==> src/rtl/dust16_bus_pkg.sv <==
// dust16_bus_pkg
// Shared definitions for the Dust16 byte-wide memory bus arbiter:
//   state_e          - arbiter sequencer states (IDLE, ACCESS, DONE)
//   PORT_CORE/AUX    - port identifiers used for grant and last
//   MEM_LAT_MIN/MAX  - legal range for the memory latency parameter
//   CNT_W            - width of the access cycle counter
package dust16_bus_pkg;

   typedef enum logic [1:0] {
      IDLE   = 2'b00,
      ACCESS = 2'b01,
      DONE   = 2'b10
   } state_e;

   localparam logic PORT_CORE = 1'b0;
   localparam logic PORT_AUX  = 1'b1;

   localparam int MEM_LAT_MIN = 1;
   localparam int MEM_LAT_MAX = 15;
   localparam int CNT_W       = 4;

endpackage

==> src/rtl/mem_arbiter_if.sv <==
// mem_arbiter_if
// Bundles both master ports and the memory-side port of the Dust16 arbiter.
//   p0_* / p1_*  - req/wr/addr/outdata from a master, indata/wait back to it
//   m_*          - strobe, write, address and data to the memory, m_indata back
// Modports:
//   slave  - the arbiter's view (takes master requests, drives the memory)
//   master - the surrounding system's view (masters plus memory model)
interface mem_arbiter_if #(
   parameter int ADR_TOP = 15
);
   logic             p0_req;
   logic             p0_wr;
   logic [ADR_TOP:0] p0_addr;
   logic [7:0]       p0_outdata;
   logic [7:0]       p0_indata;
   logic             p0_wait;

   logic             p1_req;
   logic             p1_wr;
   logic [ADR_TOP:0] p1_addr;
   logic [7:0]       p1_outdata;
   logic [7:0]       p1_indata;
   logic             p1_wait;

   logic             m_req;
   logic             m_wr;
   logic [ADR_TOP:0] m_addr;
   logic [7:0]       m_outdata;
   logic [7:0]       m_indata;

   modport slave (
      input  p0_req, p0_wr, p0_addr, p0_outdata,
      output p0_indata, p0_wait,
      input  p1_req, p1_wr, p1_addr, p1_outdata,
      output p1_indata, p1_wait,
      output m_req, m_wr, m_addr, m_outdata,
      input  m_indata
   );

   modport master (
      output p0_req, p0_wr, p0_addr, p0_outdata,
      input  p0_indata, p0_wait,
      output p1_req, p1_wr, p1_addr, p1_outdata,
      input  p1_indata, p1_wait,
      input  m_req, m_wr, m_addr, m_outdata,
      output m_indata
   );

endinterface

==> src/rtl/rr_pick2.sv <==
// rr_pick2
// Combinational two-way round-robin picker.
//   req[1:0] - request from port 1 (bit 1) and port 0 (bit 0)
//   last     - port granted most recently
//   valid    - at least one request present
//   grant    - chosen port; on a tie the port that was not served last wins
module rr_pick2
   import dust16_bus_pkg::*;
(
   input  logic [1:0] req,
   input  logic       last,
   output logic       valid,
   output logic       grant
);

   // Pick the requesting port, alternating on a tie
   always_comb begin
      valid = 1'b0;
      grant = PORT_CORE;
      case (req)
         2'b00: begin
            valid = 1'b0;
            grant = PORT_CORE;
         end
         2'b01: begin
            valid = 1'b1;
            grant = PORT_CORE;
         end
         2'b10: begin
            valid = 1'b1;
            grant = PORT_AUX;
         end
         2'b11: begin
            valid = 1'b1;
            grant = ~last;
         end
         default: begin
            valid = 1'b0;
            grant = PORT_CORE;
         end
      endcase
   end

endmodule

==> src/rtl/mem_arbiter.sv <==
// mem_arbiter
// Two-port round-robin arbiter and sequencer for the Dust16 memory bus.
// A granted transfer strobes a fixed-latency memory for MEM_LAT cycles, then
// spends one DONE cycle in which the granted master sees wait low.
//   clk  - single clock, rising edge
//   rst  - asynchronous, active-low reset
//   bus  - mem_arbiter_if.slave: both master ports and the memory port
// Parameters:
//   ADR_TOP - top bit of every address bus
//   MEM_LAT - memory access cycles per transfer, 1..15
module mem_arbiter
   import dust16_bus_pkg::*;
#(
   parameter int ADR_TOP = 15,
   parameter int MEM_LAT = 2
) (
   input  logic         clk,
   input  logic         rst,
   mem_arbiter_if.slave bus
);

   if ((MEM_LAT < MEM_LAT_MIN) || (MEM_LAT > MEM_LAT_MAX)) begin : g_bad_lat
      $error("mem_arbiter: MEM_LAT must lie in 1..15");
   end

   localparam logic [CNT_W-1:0] CNT_LOAD = CNT_W'(MEM_LAT - 1);

   state_e           state_r;
   logic             grant_r;
   logic             last_r;
   logic [CNT_W-1:0] cnt_r;
   logic             m_req_r;
   logic             m_wr_r;
   logic [ADR_TOP:0] m_addr_r;
   logic [7:0]       m_outdata_r;
   logic [7:0]       p0_indata_r;
   logic [7:0]       p1_indata_r;

   logic             pick_valid_s;
   logic             pick_grant_s;
   logic             sel_wr_s;
   logic [ADR_TOP:0] sel_addr_s;
   logic [7:0]       sel_outdata_s;
   logic             granted_req_s;
   logic             done_s;

   rr_pick2 u_pick (
      .req   ({bus.p1_req, bus.p0_req}),
      .last  (last_r),
      .valid (pick_valid_s),
      .grant (pick_grant_s)
   );

   // Steer the picked port's command fields and the granted port's live request
   always_comb begin
      sel_wr_s      = bus.p0_wr;
      sel_addr_s    = bus.p0_addr;
      sel_outdata_s = bus.p0_outdata;
      granted_req_s = bus.p0_req;
      if (pick_grant_s == PORT_AUX) begin
         sel_wr_s      = bus.p1_wr;
         sel_addr_s    = bus.p1_addr;
         sel_outdata_s = bus.p1_outdata;
      end else begin
         sel_wr_s      = bus.p0_wr;
         sel_addr_s    = bus.p0_addr;
         sel_outdata_s = bus.p0_outdata;
      end
      if (grant_r == PORT_AUX) begin
         granted_req_s = bus.p1_req;
      end else begin
         granted_req_s = bus.p0_req;
      end
   end

   assign done_s = (state_r == DONE);

   // Wait is released only for the granted port during its completion cycle
   assign bus.p0_wait   = bus.p0_req & ~(done_s & (grant_r == PORT_CORE));
   assign bus.p1_wait   = bus.p1_req & ~(done_s & (grant_r == PORT_AUX));

   assign bus.m_req     = m_req_r;
   assign bus.m_wr      = m_wr_r;
   assign bus.m_addr    = m_addr_r;
   assign bus.m_outdata = m_outdata_r;
   assign bus.p0_indata = p0_indata_r;
   assign bus.p1_indata = p1_indata_r;

   // Sequencer: arbitrate in IDLE, count the memory access, then complete
   always_ff @(posedge clk or negedge rst) begin
      if (!rst) begin
         state_r     <= IDLE;
         grant_r     <= PORT_CORE;
         last_r      <= PORT_AUX;
         cnt_r       <= {CNT_W{1'b0}};
         m_req_r     <= 1'b0;
         m_wr_r      <= 1'b0;
         m_addr_r    <= {(ADR_TOP+1){1'b0}};
         m_outdata_r <= 8'h00;
         p0_indata_r <= 8'h00;
         p1_indata_r <= 8'h00;
      end else begin
         case (state_r)
            IDLE: begin
               if (pick_valid_s) begin
                  grant_r     <= pick_grant_s;
                  last_r      <= pick_grant_s;
                  m_req_r     <= 1'b1;
                  m_wr_r      <= sel_wr_s;
                  m_addr_r    <= sel_addr_s;
                  m_outdata_r <= sel_outdata_s;
                  cnt_r       <= CNT_LOAD;
                  state_r     <= ACCESS;
               end else begin
                  state_r <= IDLE;
               end
            end
            ACCESS: begin
               if (cnt_r == {CNT_W{1'b0}}) begin
                  // A master that gave up its request mid-access gets no data
                  if (!m_wr_r && granted_req_s) begin
                     if (grant_r == PORT_AUX) begin
                        p1_indata_r <= bus.m_indata;
                     end else begin
                        p0_indata_r <= bus.m_indata;
                     end
                  end
                  m_req_r <= 1'b0;
                  m_wr_r  <= 1'b0;
                  state_r <= DONE;
               end else begin
                  cnt_r <= cnt_r - 4'd1;
               end
            end
            DONE: begin
               state_r <= IDLE;
            end
            default: begin
               state_r <= IDLE;
               m_req_r <= 1'b0;
               m_wr_r  <= 1'b0;
               cnt_r   <= {CNT_W{1'b0}};
            end
         endcase
      end
   end

endmodule
==> src/flat_wrapper.sv <==
// flat-port wrapper written by rule: the top's interface ports become plain ports
module mem_arbiter_flat import dust16_bus_pkg::*;
#(
   parameter int ADR_TOP = 15,
   parameter int MEM_LAT = 2
)
  (clk, rst, bus_p0_req, bus_p0_wr, bus_p0_addr, bus_p0_outdata, bus_p0_indata, bus_p0_wait, bus_p1_req, bus_p1_wr, bus_p1_addr, bus_p1_outdata, bus_p1_indata, bus_p1_wait, bus_m_req, bus_m_wr, bus_m_addr, bus_m_outdata, bus_m_indata);
  mem_arbiter_if #(.ADR_TOP(ADR_TOP)) bus_i ();
  input  logic clk;
  input  logic rst;
  input wire logic [$bits(bus_i.p0_req)-1:0] bus_p0_req;
  input wire logic [$bits(bus_i.p0_wr)-1:0] bus_p0_wr;
  input wire logic [$bits(bus_i.p0_addr)-1:0] bus_p0_addr;
  input wire logic [$bits(bus_i.p0_outdata)-1:0] bus_p0_outdata;
  output wire logic [$bits(bus_i.p0_indata)-1:0] bus_p0_indata;
  output wire logic [$bits(bus_i.p0_wait)-1:0] bus_p0_wait;
  input wire logic [$bits(bus_i.p1_req)-1:0] bus_p1_req;
  input wire logic [$bits(bus_i.p1_wr)-1:0] bus_p1_wr;
  input wire logic [$bits(bus_i.p1_addr)-1:0] bus_p1_addr;
  input wire logic [$bits(bus_i.p1_outdata)-1:0] bus_p1_outdata;
  output wire logic [$bits(bus_i.p1_indata)-1:0] bus_p1_indata;
  output wire logic [$bits(bus_i.p1_wait)-1:0] bus_p1_wait;
  output wire logic [$bits(bus_i.m_req)-1:0] bus_m_req;
  output wire logic [$bits(bus_i.m_wr)-1:0] bus_m_wr;
  output wire logic [$bits(bus_i.m_addr)-1:0] bus_m_addr;
  output wire logic [$bits(bus_i.m_outdata)-1:0] bus_m_outdata;
  input wire logic [$bits(bus_i.m_indata)-1:0] bus_m_indata;
  assign bus_i.p0_req = bus_p0_req;
  assign bus_i.p0_wr = bus_p0_wr;
  assign bus_i.p0_addr = bus_p0_addr;
  assign bus_i.p0_outdata = bus_p0_outdata;
  assign bus_p0_indata = bus_i.p0_indata;
  assign bus_p0_wait = bus_i.p0_wait;
  assign bus_i.p1_req = bus_p1_req;
  assign bus_i.p1_wr = bus_p1_wr;
  assign bus_i.p1_addr = bus_p1_addr;
  assign bus_i.p1_outdata = bus_p1_outdata;
  assign bus_p1_indata = bus_i.p1_indata;
  assign bus_p1_wait = bus_i.p1_wait;
  assign bus_m_req = bus_i.m_req;
  assign bus_m_wr = bus_i.m_wr;
  assign bus_m_addr = bus_i.m_addr;
  assign bus_m_outdata = bus_i.m_outdata;
  assign bus_i.m_indata = bus_m_indata;
  mem_arbiter #(.ADR_TOP(ADR_TOP), .MEM_LAT(MEM_LAT)) u_core (.clk(clk), .rst(rst), .bus(bus_i));
endmodule
==> config.mk <==
export PLATFORM = sky130hd
export DESIGN_NAME = mem_arbiter_flat
export DESIGN_NICKNAME = d
export VERILOG_FILES = /design/src/rtl/dust16_bus_pkg.sv /design/src/rtl/mem_arbiter_if.sv /design/src/rtl/rr_pick2.sv /design/src/rtl/mem_arbiter.sv /design/src/flat_wrapper.sv
export SDC_FILE = /design/constraint.sdc
export NUM_CORES = 1
export LEC_CHECK = 0
export CORE_AREA = 2 2 92 94
export DETAILED_ROUTE_END_ITERATION = 16
export DIE_AREA = 0 0 94 96
export PLACE_DENSITY_LB_ADDON = 0.3
export SLEW_MARGIN = 30
export SYNTH_ARGS = -nofsm -noshare
export SYNTH_HDL_FRONTEND = slang
export SYNTH_SLANG_ARGS = --single-unit
==> constraint.sdc <==
create_clock -name clk -period 2.8 [get_ports clk]
set_clock_uncertainty 0.15 [all_clocks]
set_input_delay 0.84 -clock clk [delete_from_list [all_inputs] [get_ports clk]]
set_output_delay 0.84 -clock clk [all_outputs]
set_load 0.01 [all_outputs]
* After elaboration in Yosys (flattened, before gate mapping)
Index checks and enable logic that the tools add are counted.
** Cells by class
- Add/subtract/negate cells :: 1
- Equality and inequality tests :: 8
- Multiplexer cells :: 17
- Bitwise gates (word level) :: 9
- Reduce and logical (&&, ||, !) cells :: 12
** Operator list (number)
- 2-to-1 mux 16 bit :: 1
- case mux 4 bit (3 select lines) :: 1
- case mux 1 bit (3 select lines) :: 3
- 2-to-1 mux 4 bit :: 2
- 2-to-1 mux 8 bit :: 1
- AND reduction 4 bit :: 2
- == test 2 bit, second input constant :: 3
- 2-to-1 mux 1 bit :: 6
- AND reduction 3 bit :: 2
- inverter 1 bit :: 5
- bitwise AND 1 bit :: 4
- == test 2 x 1 -> 1 bit, second input constant :: 2
- logical NOT 2 bit :: 2
- logical NOT 4 bit :: 1
- inequality test 2 x 1 -> 1 bit, second input constant :: 2
- case mux 2 bit (2 select lines) :: 1
- subtractor 4 x 1 -> 4 bit, second input constant :: 1
- OR reduction 3 bit :: 1
- 2-to-1 mux 2 bit :: 1
- inequality test 2 bit, second input constant :: 1
- case mux 1 bit (2 select lines) :: 1
- AND reduction 2 bit :: 1
- OR reduction 2 bit :: 1
- logical AND 1 bit :: 1
- logical NOT 1 bit :: 1
** Storage, ports and cells
- Flip-flop bits (word level) :: 50
- Input bits :: 62
- Output and inout bits :: 44
- Word-level logic and storage cells :: 57

* Logic depth before layout (Yosys ltp)
- Depth in word-level cells :: 6
- Depth in mapped cells :: 7
- Gate-level depth less buffers :: 5

* Cells and area by module
A second synthesis with hierarchy kept.
** Unflattened totals
- Cell total of the unflattened synthesis :: 199
- Area total of the unflattened synthesis :: 2309.7 um2
** Modules (own cells, without submodules)
- mem_arbiter :: times used 1, cells an instance 197, area an instance 2296.0 um2, seq. area each 1252.5 um2
- rr_pick2 :: times used 1, cells an instance 2, area an instance 13.8 um2, seq. area each 0.0 um2

* Least setup slack after synthesis
Ideal clock, no wire load.
- Kind :: reg-to-reg
- From :: reg u_core.cnt_r[0]
- To :: reg u_core.p0_indata_r[0], in the netlist u_core.bus.p0_indata[0]
- Setup time :: 0.125 ns
- Arrival :: 2.051 ns
- Data required time :: 2.525 ns
- Path slack :: 0.474 ns
- Cell stages (with the launch flop) :: 8
- Path buffers :: 2
- Period minus slack after synthesis :: 2.326 ns
- Cells stage by stage :: dfrtp_1 > inv_1 > ha_1 > or3b_1 > buf_6 > or4_4 > buf_6 > mux2_4
** Between the ends
- Word-level cells in the longest chain between the ends :: 2
** Ends and longest elaborated chain
- start, declared :: line mem_arbiter.sv:31 : logic [CNT_W-1:0] cnt_r;
- start signal, assigned :: line mem_arbiter.sv:95 : cnt_r <= {CNT_W{1'b0}};
- start signal, assigned :: line mem_arbiter.sv:132 : cnt_r <= cnt_r - 4'd1;
- start signal, assigned :: line mem_arbiter.sv:142 : cnt_r <= {CNT_W{1'b0}};
- logical NOT 4 bit :: line mem_arbiter.sv:119 : if (cnt_r == {CNT_W{1'b0}}) begin
- AND reduction 4 bit (no line)
- end signal, assigned :: line mem_arbiter.sv:125 : p0_indata_r <= bus.m_indata;
- end, declared :: line mem_arbiter.sv:36 : logic [7:0] p0_indata_r;
No other way between the ends.
A chain may end at the register's enable or synchronous reset.

* Worst setup path in the final report
- From :: in bus_p0_req
- To :: out bus_p0_wait
** Between the ends
- Word-level cells in the longest chain between the ends :: 1
** Ends and longest elaborated chain
- start, declared :: line flat_wrapper.sv:11 : input wire logic [$bits(bus_i.p0_req)-1:0] bus_p0_req;
- bitwise AND 1 bit :: line mem_arbiter.sv:79 : assign bus.p0_wait = bus.p0_req & ~(done_s & (grant_r == PORT_CORE));
- end, declared :: line flat_wrapper.sv:16 : output wire logic [$bits(bus_i.p0_wait)-1:0] bus_p0_wait;
No other way between the ends.

==> impl_metrics.py <==
metrics = {
    "outcome": {
        "outcome": "completed",
    },
    "detailed_routing": {
        "post_drt_wl_per_cell_um": 14.2,
        "drc_errors": 0,
        "drtAntennaViolNets": 0,
        "drt-initial-drc-count": 58,
        "dr.pass1.iters": 4,
        "num_vias": 1920,
        "wl_mm": 5.83,
        "vias_per_cell": 4.67,
    },
    "sta": {
        "max_freq_ghz": 0.368,
        "setup_violations": 0,
        "setup-tns-final_ps": 0,
        "period_share_pct": 97.1,
        "relSlewSlack_pct": 59.7,
        "whs_ps": 361,
        "fin_crit_ps": 2720,
        "rsz0062_at_grt": "false",
        "drv_slew": 0,
        "worstMarginPinSlew_ps": 603,
        "report.final.hold_viol_count": 0,
    },
    "floorplanning": {
        "rows": 33,
        "die_area_um2": 9020,
        "pin_count": 106,
        "core-area_um2": 8050,
        "die_height_um": 96,
        "start_util_pct": 29.2,
        "die_w_um": 94,
    },
    "synthesis": {
        "synth_nets": 261,
        "yosysTopAreaCell": "dfrtp_1",
        "netlist_instances": 197,
        "synth_edf_count": 0,
        "async_reset_ff_share_pct": 100,
        "synth-main-ff-cell": "dfrtp_1",
        "syn-cell-area_um2": 2350,
        "yosys-top-cells-area": "dfrtp_1 52%, mux2i_1 11%, o21ai_0 10%",
        "yosysWarningCount": 0,
        "synthDistinctLibCells": 34,
        "avgSynthCellArea_um2": 11.9,
        "yosysSeqAreaShare_pct": 53.2,
        "synth-seq-cells": 50,
        "synth_top_area_share_pct": 52.1,
    },
    "setup_path": {
        "path_buf_inv": 2,
        "cp-start-kind": "primary input",
        "critical_path_class": "primary input to primary output",
        "crit_cells": 3,
        "endpoint_kind": "primary output",
        "path_cells": "clkdlybuf4s50_1 > o31a_1 > dlygate4sd2_1",
        "crit_required_ps": 1810,
        "crit_fanout": 2,
        "crit_slowest_cell": "clkdlybuf4s50_1",
        "reg2regPathDepth": 5,
        "slowest_delay_ps": 480,
        "cp_data_arrival_time_ps": 1730,
        "crit_family": "buffers and inverters",
    },
    "clocking": {
        "cts_setup_buffers": 0,
        "root_buffer": "clkbuf_8",
        "cts_made_buffers": 5,
        "cts_tree": "yes",
        "insertion_delay_ps": 300,
        "path_clk_slew_ps": 90,
        "htreeDepth": 2,
        "cts_sinks": 50,
        "clockBufferDepth": 2,
    },
    "global_route": {
        "globalRouteMet1Util_pct": 16.4,
        "grt_start_max_net_pins": 37,
        "grt_pass1_wl_mm": 9.43,
        "first_global_vias": 1929,
        "grt_busiest_layer": "met2",
        "grt_antenna_before_repair": 0,
        "met3_usage_pct": 3.92,
        "grt_use_total_pct": 13.3,
        "overflow": 0,
        "groute.layer.met2.usage_pct": 22.9,
    },
    "layout": {
        "antenna_cells": 0,
        "final_area_um2": 3680,
        "fin_nets": 369,
        "finalNonFillerCells": 411,
        "area_growth_pct": 56.6,
        "drive_gt1_share_pct": 14.4,
    },
    "pwr": {
        "ir_worst_vdd_mv": 0.292,
        "cellLeakagePower_uw": 0.00156,
        "power-per-cell-area_nw_per_um2": 968,
    },
    "flow_run": {
        "drv_cap": 0,
    },
    "placed_design": {
        "detailed_place_hpwl_mm": 4.27,
        "port_buffers": 105,
        "postPlaceCellArea_um2": 3570,
        "routabilityCongestion": 0.716,
        "placedCellCount": 403,
    },
    "worst_hold_path": {
        "whs_path_depth": 2,
        "hp-class": "register to register",
    },
}
[worst reg2reg max path: stages (launching register included)]
cell and delay (ps):
dfrtp_1 390, inv_1 130, ha_1 200, or3b_1 480, or4_4 670, mux2_4 340
[per-stage QoR]
stage	utilization, %	power (µW)	setup WS (ps)
after floorplan	-	2170	474
after global placement	44.4	3060	-158
after detailed placement	44.4	3100	-192
after CTS	45.8	3620	74.8
after global routing	45.8	3840	56.0
final	45.8	3570	80.4
[path summary, 6_finish.rpt]
check / to / startpoint / slack (ps)
max in group asynchronous: u_core.last_r / rst / 1490
max: bus_p0_wait / bus_p0_req / 80
min: u_core.bus.m_addr[2] / u_core.bus.m_addr[2] / 360
min reg2reg: u_core.bus.m_addr[2] / u_core.bus.m_addr[2] / 360
max reg2reg: u_core.bus.p0_indata[4] / u_core.cnt_r[0] / 340
min in group asynchronous: u_core.bus.p0_indata[4] / rst / 380
[power breakdown]
part,total (µW),switching (µW),internal [µW]
combinational,1780,770,1010
sequential,1270,202,1070
clock,512,244,268
total,3570,1220,2350
[kinds of logic after synthesis]
logic type | synth area share, %
AO/OA/AOI/OAI | 15.3
adder cells (fa/ha/maj) | 1.06
buffers and inverters | 3.83
flip-flops | 53.2
multiplexers | 21.4
AND/OR/NAND/NOR | 5.26
[repair_timing]
item,in CTS,in global routing
resized for setup,2,0
setup endpoints to repair,2,0
endpoints found under the hold margin,0,0
hold buffers,0,0
[synth_stat cells, drive strengths merged, types with 2 or more instances]
cell	instances
buf	5
nand2b	3
ha	2
nor2	3
o21ai	49
nor3	2
o31a	2
dfrtp	49
nand2	2
mux2i	27
o22ai	2
inv	5
o32ai	2
mux2	18
clkbuf	9
[cells in the final DEF (no fill, tap or decap), drive strengths merged, types with 2 or more instances in the layout]
cell	n
buf	11
clkbuf	5
clkdlybuf4s50	102
dfrtp	49
dlygate4sd2	2
ha	2
inv	6
mux2	18
mux2i	27
nand2	2
nand2b	3
nor2	3
nor3	2
o21ai	49
o22ai	2
o31a	2
o32ai	2
[layer usage]
metal / up-vias / routed length, µm
met1: 914 / 2520
met4: 0 / 61
li1: 925 / -
met3: 6 / 391
met2: 75 / 2850
met5: - / 0
[registers in the layout, summed over array words and instances, names as in the netlist]
| signal | count |
|---|---|
| u_core.cnt_r | 4 |
| u_core.bus.m_outdata | 8 |
| u_core.grant_r | 1 |
| u_core.bus.m_addr | 16 |
| u_core.state_r | 2 |
| u_core.last_r | 1 |
| u_core.bus.m_req | 1 |
| u_core.bus.m_wr | 1 |
| u_core.bus.p0_indata | 8 |
| u_core.bus.p1_indata | 8 |
[area by class of cell]
cell class | instances | area (µm²)
well taps | 105 | 131
clock buffers | 5 | 68.8
multi-input cells | 128 | 1030
repair buffers | 115 | 1140
fillers | 773 | 4370
flip-flops and latches | 50 | 1250
clock inverters | 3 | 43.8
inverters | 5 | 18.8
Note: power is estimated with default switching activity, not from simulation.
